File: src/rtl/sync_word_framer.sv
// Sync word framer: prepends SYNC_VAL to every PAYLOAD_LEN-word frame on a valid/ready link.
// Optional byte-stuffing of SYNC_VAL/ESC_VAL payload words under SYNC_FRAMER_ESCAPE_EN.
module sync_word_framer #(
  parameter int                WIDTH       = 8,
  parameter logic [WIDTH-1:0]  SYNC_VAL    = 8'h45,
  parameter int                PAYLOAD_LEN = 16,
  parameter int                CNT_WIDTH   = 8,
  parameter logic [WIDTH-1:0]  ESC_VAL     = 8'h7D,
  parameter logic [WIDTH-1:0]  ESC_MASK    = 8'h20
) (
  input  logic             clk,
  input  logic             rst,
  input  logic [WIDTH-1:0] in_dat,
  input  logic             in_valid,
  output logic             in_ready,
  output logic [WIDTH-1:0] out_dat,
  output logic             out_valid,
  input  logic             out_ready,
  output logic             out_sof
);

  localparam logic [CNT_WIDTH-1:0] LAST = CNT_WIDTH'(PAYLOAD_LEN - 1);

  typedef enum logic [1:0] {
    ST_SYNC    = 2'd0,
    ST_PAYLOAD = 2'd1
`ifdef SYNC_FRAMER_ESCAPE_EN
    ,ST_ESC    = 2'd2
`endif
  } state_t;

  state_t                r_state, w_state_nxt;
  logic [CNT_WIDTH-1:0]  r_cnt, w_cnt_nxt;
  logic [WIDTH-1:0]      r_out_dat, w_dat_nxt;
  logic                  r_out_valid, w_valid_nxt;
  logic                  r_out_sof, w_sof_nxt;
  logic                  w_load;
  logic                  w_last;

`ifdef SYNC_FRAMER_ESCAPE_EN
  logic [WIDTH-1:0]      r_hold, w_hold_nxt;
  logic                  r_esc_last, w_esc_last_nxt;
`else
  logic [WIDTH-1:0]      w_unused_esc;
  assign w_unused_esc = ESC_VAL ^ ESC_MASK;
`endif

  assign w_load    = !r_out_valid | out_ready;
  assign w_last    = (r_cnt == LAST);
  assign in_ready  = w_load & (r_state == ST_PAYLOAD) & !rst;
  assign out_dat   = r_out_dat;
  assign out_valid = r_out_valid;
  assign out_sof   = r_out_sof;

  always_comb begin
    w_state_nxt = r_state;
    w_cnt_nxt   = r_cnt;
    w_dat_nxt   = r_out_dat;
    w_valid_nxt = r_out_valid;
    w_sof_nxt   = r_out_sof;
`ifdef SYNC_FRAMER_ESCAPE_EN
    w_hold_nxt     = r_hold;
    w_esc_last_nxt = r_esc_last;
`endif
    if (w_load) begin
      // An empty slot clears sof too so a stale flag never lingers on idle cycles
      w_valid_nxt = 1'b0;
      w_sof_nxt   = 1'b0;
      case (r_state)
        ST_SYNC: begin
          if (in_valid) begin
            w_dat_nxt   = SYNC_VAL;
            w_sof_nxt   = 1'b1;
            w_valid_nxt = 1'b1;
            w_cnt_nxt   = '0;
            w_state_nxt = ST_PAYLOAD;
          end
        end
        ST_PAYLOAD: begin
          if (in_valid) begin
            w_dat_nxt   = in_dat;
            w_valid_nxt = 1'b1;
            w_cnt_nxt   = w_last ? '0 : r_cnt + 1'b1;
`ifdef SYNC_FRAMER_ESCAPE_EN
            // Escaped word: frame-end decision is carried through ESC in r_esc_last
            if (in_dat == SYNC_VAL || in_dat == ESC_VAL) begin
              w_dat_nxt      = ESC_VAL;
              w_hold_nxt     = in_dat ^ ESC_MASK;
              w_esc_last_nxt = w_last;
              w_state_nxt    = ST_ESC;
            end else
`endif
            if (w_last) w_state_nxt = ST_SYNC;
          end
        end
`ifdef SYNC_FRAMER_ESCAPE_EN
        ST_ESC: begin
          w_dat_nxt   = r_hold;
          w_valid_nxt = 1'b1;
          w_state_nxt = r_esc_last ? ST_SYNC : ST_PAYLOAD;
        end
`endif
        default: w_state_nxt = ST_SYNC;
      endcase
    end
  end

  always_ff @(posedge clk) begin
    if (rst) begin
      r_state     <= ST_SYNC;
      r_cnt       <= '0;
      r_out_dat   <= '0;
      r_out_valid <= 1'b0;
      r_out_sof   <= 1'b0;
`ifdef SYNC_FRAMER_ESCAPE_EN
      r_hold      <= '0;
      r_esc_last  <= 1'b0;
`endif
    end else begin
      r_state     <= w_state_nxt;
      r_cnt       <= w_cnt_nxt;
      r_out_dat   <= w_dat_nxt;
      r_out_valid <= w_valid_nxt;
      r_out_sof   <= w_sof_nxt;
`ifdef SYNC_FRAMER_ESCAPE_EN
      r_hold      <= w_hold_nxt;
      r_esc_last  <= w_esc_last_nxt;
`endif
    end
  end

endmodule

File: config.mk
export PLATFORM = sky130hd
export DESIGN_NAME = sync_word_framer
export DESIGN_NICKNAME = d
export VERILOG_FILES = /design/src/rtl/sync_word_framer.sv
export SDC_FILE = /design/constraint.sdc
export NUM_CORES = 1
export LEC_CHECK = 0
export CAP_MARGIN = 20
export CORE_UTILIZATION = 49
export DETAILED_ROUTE_END_ITERATION = 8
export GPL_TIMING_DRIVEN = 1
export PLACE_DENSITY = 0.79
export SYNTH_ARGS = -nofsm -noshare
export SYNTH_HDL_FRONTEND = slang
export SYNTH_SLANG_ARGS = --single-unit
export TNS_END_PERCENT = 1
File: constraint.sdc
create_clock -name clk -period 3.5 [get_ports clk]
set_input_delay 0.35 -clock clk [delete_from_list [all_inputs] [get_ports clk]]
set_output_delay 0.35 -clock clk [all_outputs]
set_load 0.03 [all_outputs]
==> reports/results.txt, run 1 <==
DRT iter0 DRCs = 21
Root buf cell = clkbuf_4
Post-CTS Repair Setup Buffers = 0
TritonCTS sink count = 19
Gr ovfl total = 0
DP Wirelength = 1190 µm
Cells along the critical path = clkdlybuf4s50_1, nor2b_1, nor3b_1, clkdlybuf4s50_1
Startpoint types = primary input
Share of flip-flops with an asynchronous set or reset = 0%
Hold Crit Class = reg2reg
Final wirelength = 1680 µm
Layout cells sized above 1 = 6.56%
Worst vdd ir = 0.000380 V
Rel. slew slack = 59.9%
Syn Nets = 113
Leak = 0.376 nW
Post-synth top cells = 19 x dfxtp_1, 10 x nand2_1, 9 x a21oi_1, 9 x nor2_1, 8 x nand3_1
Crit Path Max Fanout = 8
Avg Inst Size Synth = 8.47 µm²
Worst-skew pair later-pin latency = 0.29 ns
Vias = 777
Post-Layout Cell Count = 138
Tightest Pin Transition = 0.600 ns
Fin Hold WS = 0.460 ns
Vias/cell = 5.63
Cell internal pwr = 302 µW
Setup slack after layout = 1.18 ns
TritonRoute pass-1 iters = 6
Synth Flop Type = dfxtp_1
Fill count = 123
IO Pins = 23
DR WL/cell = 12.2 µm
Combinational share of power = 16.9%
Slowest CP cell = clkdlybuf4s50_1
TritonCTS buffer count = 3
Nets = 136
Number of H-tree levels = 1
First-pass GRT wire length = 2790 µm
Max_cap viols = 0
Post-cts repair resize count = 0
Synth Register Bits = 19
Yosys top cell area share = 44.9%
Mapped Area = 847 µm²
Syn Inst Count = 100
Final period util = 66.2%
RSZ-0062 raised after global routing = no
Die area = 1900 µm²
Die Span Y = 43.6 µm
Maximum clock insertion buffer count = 2
Vias in the first global route = 690
Period minus WS final = 2.32 ns
Drt drc = 4
Clock power frac = 26.5%
Number of diodes = 0
Count leader, synth = dfxtp_1
Dpl ws = 1.19 ns
Top cell by count, worst path = clkdlybuf4s50_1
Yosys cell types = 29
Worst-path clk slew = 0.10 ns
Kind of critical path = in2out
Final setup TNS = 0 ns
Std cell rows = 14
Syn-to-layout area delta = 29.7%
Final setup viols = 0
Ys Warns = 0
Crit. End Element = output pin
Fmax = 0.431 GHz
CTS tree = done
Initial Util = 54.3%
Failing checks = design-rule violations
Critical Path AT = 1.97 ns
Final hold violation count = 0
Register area share after synthesis = 44.9%
Largest net degree at the start of global routing = 19
Synth top area cells = dfxtp_1 45%, a21oi_1 5.3%, nand3_1 4.7%, nand2_1 4.4%, xnor2_1 4.1%
GP Congestion = 0.792
Max incr delay on CP = 0.62 ns
Post-route ant nets = 0
Final core occ = 70.5%
Post-synth EDFFs = 0
Cts hold-fix bufs = 0
Initial antenna violation count = 0
Sw power = 109 µW
Fin. max-slew vios = 0
Reg power frac = 56.6%
Core Box Area = 1560 µm²
Req. time, crit path = 3.15 ns
DP Cell Count = 134
# port buffers = 22
GRT Overall Usage = 19.8%
Net Sw Frac = 26.4%
Status = finished, violations left
P per Cell Area = 374 nW/µm²
Die X = 43.6 µm
Skew final = 0.000996 ns
Cell taking the most area after synthesis = dfxtp_1
through the flow:
| stage | area, µm² | total power [mW] |
|---|---|---|
| 2_1_floorplan | 847 | 0.276 |
| 3_3_place_gp | 1070 | 0.306 |
| 3_5_place_dp | 1070 | 0.307 |
| 4_1_cts | 1100 | 0.412 |
| 5_1_grt | 1100 | 0.432 |
| 6_report | 1100 | 0.411 |
flip-flops by register name (all words and copies together) (netlist names):
register,flops
r_cnt,8
out_dat,8
out_valid,1
r_state,1
out_sof,1
critical path, delay by kind of cell:
kind	cells	cell delay [ns]
simple gates	2	0.59
buf+inv	2	1.03
logic make-up (layout without fill, tap and decap cells):
| kind of cell | after synthesis | in the layout | synth area share, % |
|---|---|---|---|
| AND/OR/NAND/NOR | 51 | 51 | 33.4 |
| buffers and inverters | 7 | 29 | 3.55 |
| XOR/XNOR | 4 | 4 | 4.14 |
| AO/OA/AOI/OAI | 18 | 18 | 12.6 |
| adder cells (fa/ha/maj) | 1 | 1 | 1.48 |
| flip-flops | 19 | 19 | 44.9 |
cell type report:
| class | instances | area [µm²] | share of cell area, % |
|---|---|---|---|
| timing repair buffer | 23 | 228 | 20.7 |
| multi-input combinational | 74 | 437 | 39.7 |
| sequential | 19 | 380 | 34.6 |
| inverter | 2 | 7.51 | 0.683 |
| clock buffer | 4 | 26.3 | 2.39 |
| tap | 16 | 20.0 | 1.82 |
layout by cell type, fill, tap and decap left out, drive strengths merged, types with 2 or more instances in the layout:
cell type	count
nor4	3
o21ai	3
nand2	10
nor2	11
clkbuf	4
xnor2	4
nor3b	4
nor3	6
a21oi	9
a21o	2
inv	2
nor2b	2
nand3	9
dfxtp	19
clkdlybuf4s50	22
worst paths after layout:
kind / startpoint / end / slack (ns) / depth (start not counted)
setup / recovery: out_ready / in_ready / 1.18 / 4
hold / removal: out_dat[5] / out_dat[5] / 0.46 / 2
setup reg to reg: r_state[0] / r_cnt[7] / 2.03 / 3
hold reg to reg: out_dat[5] / out_dat[5] / 0.46 / 2
power groups by stage:
stage	clock network [mW]	registers, mW	logic (mW)
2_1_floorplan	0	0.247	0.0294
3_3_place_gp	0	0.237	0.0691
3_5_place_dp	0	0.237	0.0698
4_1_cts	0.110	0.232	0.0700
5_1_grt	0.122	0.234	0.0758
6_report	0.109	0.232	0.0694
layer usage:
| layer | wire [µm] | global-route usage [%] | up-vias |
|---|---|---|---|
| li1 | - | - | 394 |
| met1 | 813 | 25.3 | 362 |
| met2 | 777 | 31.9 | 17 |
| met3 | 71 | 3.75 | 4 |
| met4 | 21 | 9.38 | 0 |
| met5 | 0 | 0 | - |
(Power assumes the default switching activity.)
==> run 2: changes to the inputs <==
- CORE_UTILIZATION: 49 -> 41
- PLACE_DENSITY: 0.79 -> 0.7
- clock period: 3.5 -> 2.05 ns (I/O delays scaled with it)
==> run 2 against run 1 <==
Compared with the run above:
- the run now ends clean
- final cell count is 9.4% higher
- clock skew is 0.0074 ns higher
- sequential share of layout area is 0.85 points lower
- cell area is 2.5% higher
- count of clock-buffer cells in the layout is 1 lower
- via count is 1.3% higher
- core utilization is 12 points lower
- global-route usage is 1.6 points lower
==> reports/results.txt, run 2 (synthesis gave the netlist of run 1 again) <==
Most frequent cells in the layout = 21 x clkdlybuf4s50_1, 19 x dfxtp_1, 10 x nand2_1 (was 22 x clkdlybuf4s50_1, 19 x dfxtp_1, 10 x nand2_1)
Die X = 47.5 µm (was 43.6 µm)
Total Power = 710 µW (was 411 µW)
Core Box Area = 1940 µm² (was 1560 µm²)
Layout cells sized above 1 = 9.68% (was 6.56%)
GRT Overall Usage = 18.1% (was 19.8%)
Clock power frac = 26.8% (was 26.5%)
TritonRoute pass-1 iters = 4 (was 6)
Post-CTS Repair Setup Buffers = 0 (unchanged)
Final wirelength = 1830 µm (was 1680 µm)
Final setup TNS = 0 ns (unchanged)
Vias in the first global route = 621 (was 690)
CTS tree = done (unchanged)
Crit Path Max Fanout = 16 (was 8)
Vias/cell = 5.21 (was 5.63)
Tightest Pin Transition = 0.496 ns (was 0.600 ns)
Die area = 2250 µm² (was 1900 µm²)
Die Span Y = 47.5 µm (was 43.6 µm)
Kind of critical path = reg2out (was in2out)
Max_cap viols = 0 (unchanged)
Final hold violation count = 0 (unchanged)
Period minus WS final = 1.65 ns
IO Pins = 23 (unchanged)
Maximum clock insertion buffer count = 2 (unchanged)
Worst-skew pair later-pin latency = 0.29 ns (about the same)
DRT iter0 DRCs = 13 (was 21)
GP Congestion = 0.873 (was 0.792)
Initial Util = 43.6% (was 54.3%)
Largest net degree at the start of global routing = 17 (was 19)
Startpoint types = flip-flop (was primary input)
Sw power = 195 µW (was 109 µW)
Status = finished, final reports clean (was finished, violations left)
Crit. End Element = output pin (unchanged)
Vias = 787 (was 777)
Drt drc = 0 (was 4)
Setup slack after layout = 0.404 ns (was 1.18 ns)
Req. time, crit path = 1.85 ns (was 3.15 ns)
P per Cell Area = 630 nW/µm² (was 374 nW/µm²)
# port buffers = 22 (unchanged)
Skew final = 0.00844 ns (was 0.000996 ns)
Number of H-tree levels = 1 (unchanged)
Most common cell after layout, fill and taps aside = clkdlybuf4s50_1 (unchanged)
Fin Hold WS = 0.461 ns (was 0.460 ns)
TritonCTS sink count = 19 (unchanged)
TritonCTS buffer count = 3 (unchanged)
Rel. slew slack = 66.9% (was 59.9%)
Number of diodes = 0 (unchanged)
Hold Crit Class = reg2reg (unchanged)
Syn-to-layout area delta = 32.9% (was 29.7%)
Root buf cell = clkbuf_4 (unchanged)
DR WL/cell = 12.1 µm (was 12.2 µm)
Net Sw Frac = 27.5% (was 26.4%)
Leak = 0.391 nW (was 0.376 nW)
Dpl ws = 0.433 ns (was 1.19 ns)
DP Wirelength = 1310 µm (was 1190 µm)
Final setup viols = 0 (unchanged)
Fin. max-slew vios = 0 (unchanged)
Final period util = 80.3%
First-pass GRT wire length = 2840 µm (was 2790 µm)
Nets = 138 (was 136)
Gr ovfl total = 0 (unchanged)
Post-cts repair resize count = 0 (unchanged)
Cts hold-fix bufs = 0 (unchanged)
RSZ-0062 raised after global routing = no (unchanged)
Initial antenna violation count = 0 (unchanged)
Worst-path clk slew = 0.12 ns (was 0.10 ns)
Post-route ant nets = 0 (unchanged)
Combinational share of power = 17.1% (was 16.9%)
Worst vdd ir = 0.000358 V (was 0.000380 V)
Reg power frac = 56.0% (was 56.6%)
Critical Path AT = 1.44 ns (was 1.97 ns)
Std cell rows = 16 (was 14)
Cell internal pwr = 515 µW (was 302 µW)
Fmax = 0.607 GHz
[run 2: changes by cell type in the layout (fill, tap and decap cells not counted)]
| cell | delta |
|---|---|
| clkinv_2 | +1 |
| buf_4 | +3 |
| clkdlybuf4s50_1 | -1 |
| clkbuf_1 | -1 |
[run 2: path summary, 6_finish.rpt]
path | startpoint | endpoint | slack (ns) | cells after the start
hold / removal | out_dat[5] | out_dat[5] | 0.46 | 2
setup / recovery | r_state[0] | in_ready | 0.40 | 2
setup reg to reg | r_state[0] | r_cnt[7] | 0.54 | 3
hold reg to reg | out_dat[5] | out_dat[5] | 0.46 | 2
[run 2: per-layer routing]
metal	wire, µm	global-route usage, %	share of wire [%]
met1	951	26.3	52
met4	15	6.86	0.82
met2	816	26.6	45
met5	0	0	0
met3	42	3.40	2.3
[run 2: area by class of cell]
class,count,area (µm²)
Sequential cell,19,380
Timing Repair Buffer,25,240
Clock inverter,1,5.00
Inverter,2,7.51
Clock buffer,3,22.5
Tap cell,27,33.8
Multi-Input combinational cell,74,437
Fill cell,183,816
[run 2: critical path, cell delays in order (launching register included)]
cell	delay, ns
dfxtp_1	0.65
nor3b_1	0.29
buf_4	0.20
[run 2: power by group through the flow]
stage / Clock, mW / Sequential, mW / Combinational (mW)
6_report: 0.190 / 0.398 / 0.122
5_1_grt: 0.220 / 0.401 / 0.132
4_1_cts: 0.197 / 0.397 / 0.122
3_5_place_dp: 0 / 0.406 / 0.122
3_3_place_gp: 0 / 0.405 / 0.121
2_1_floorplan: 0 / 0.421 / 0.0502
[run 2: through the flow]
step / area [µm²] / instances / utilization [%]
6_report: 1130 / 151 / 58.0
5_1_grt: 1130 / 151 / 58.0
3_3_place_gp: 1100 / 147 / 56.6
4_1_cts: 1130 / 151 / 58.0
2_1_floorplan: 847 / 100 / -
3_5_place_dp: 1100 / 147 / 56.6
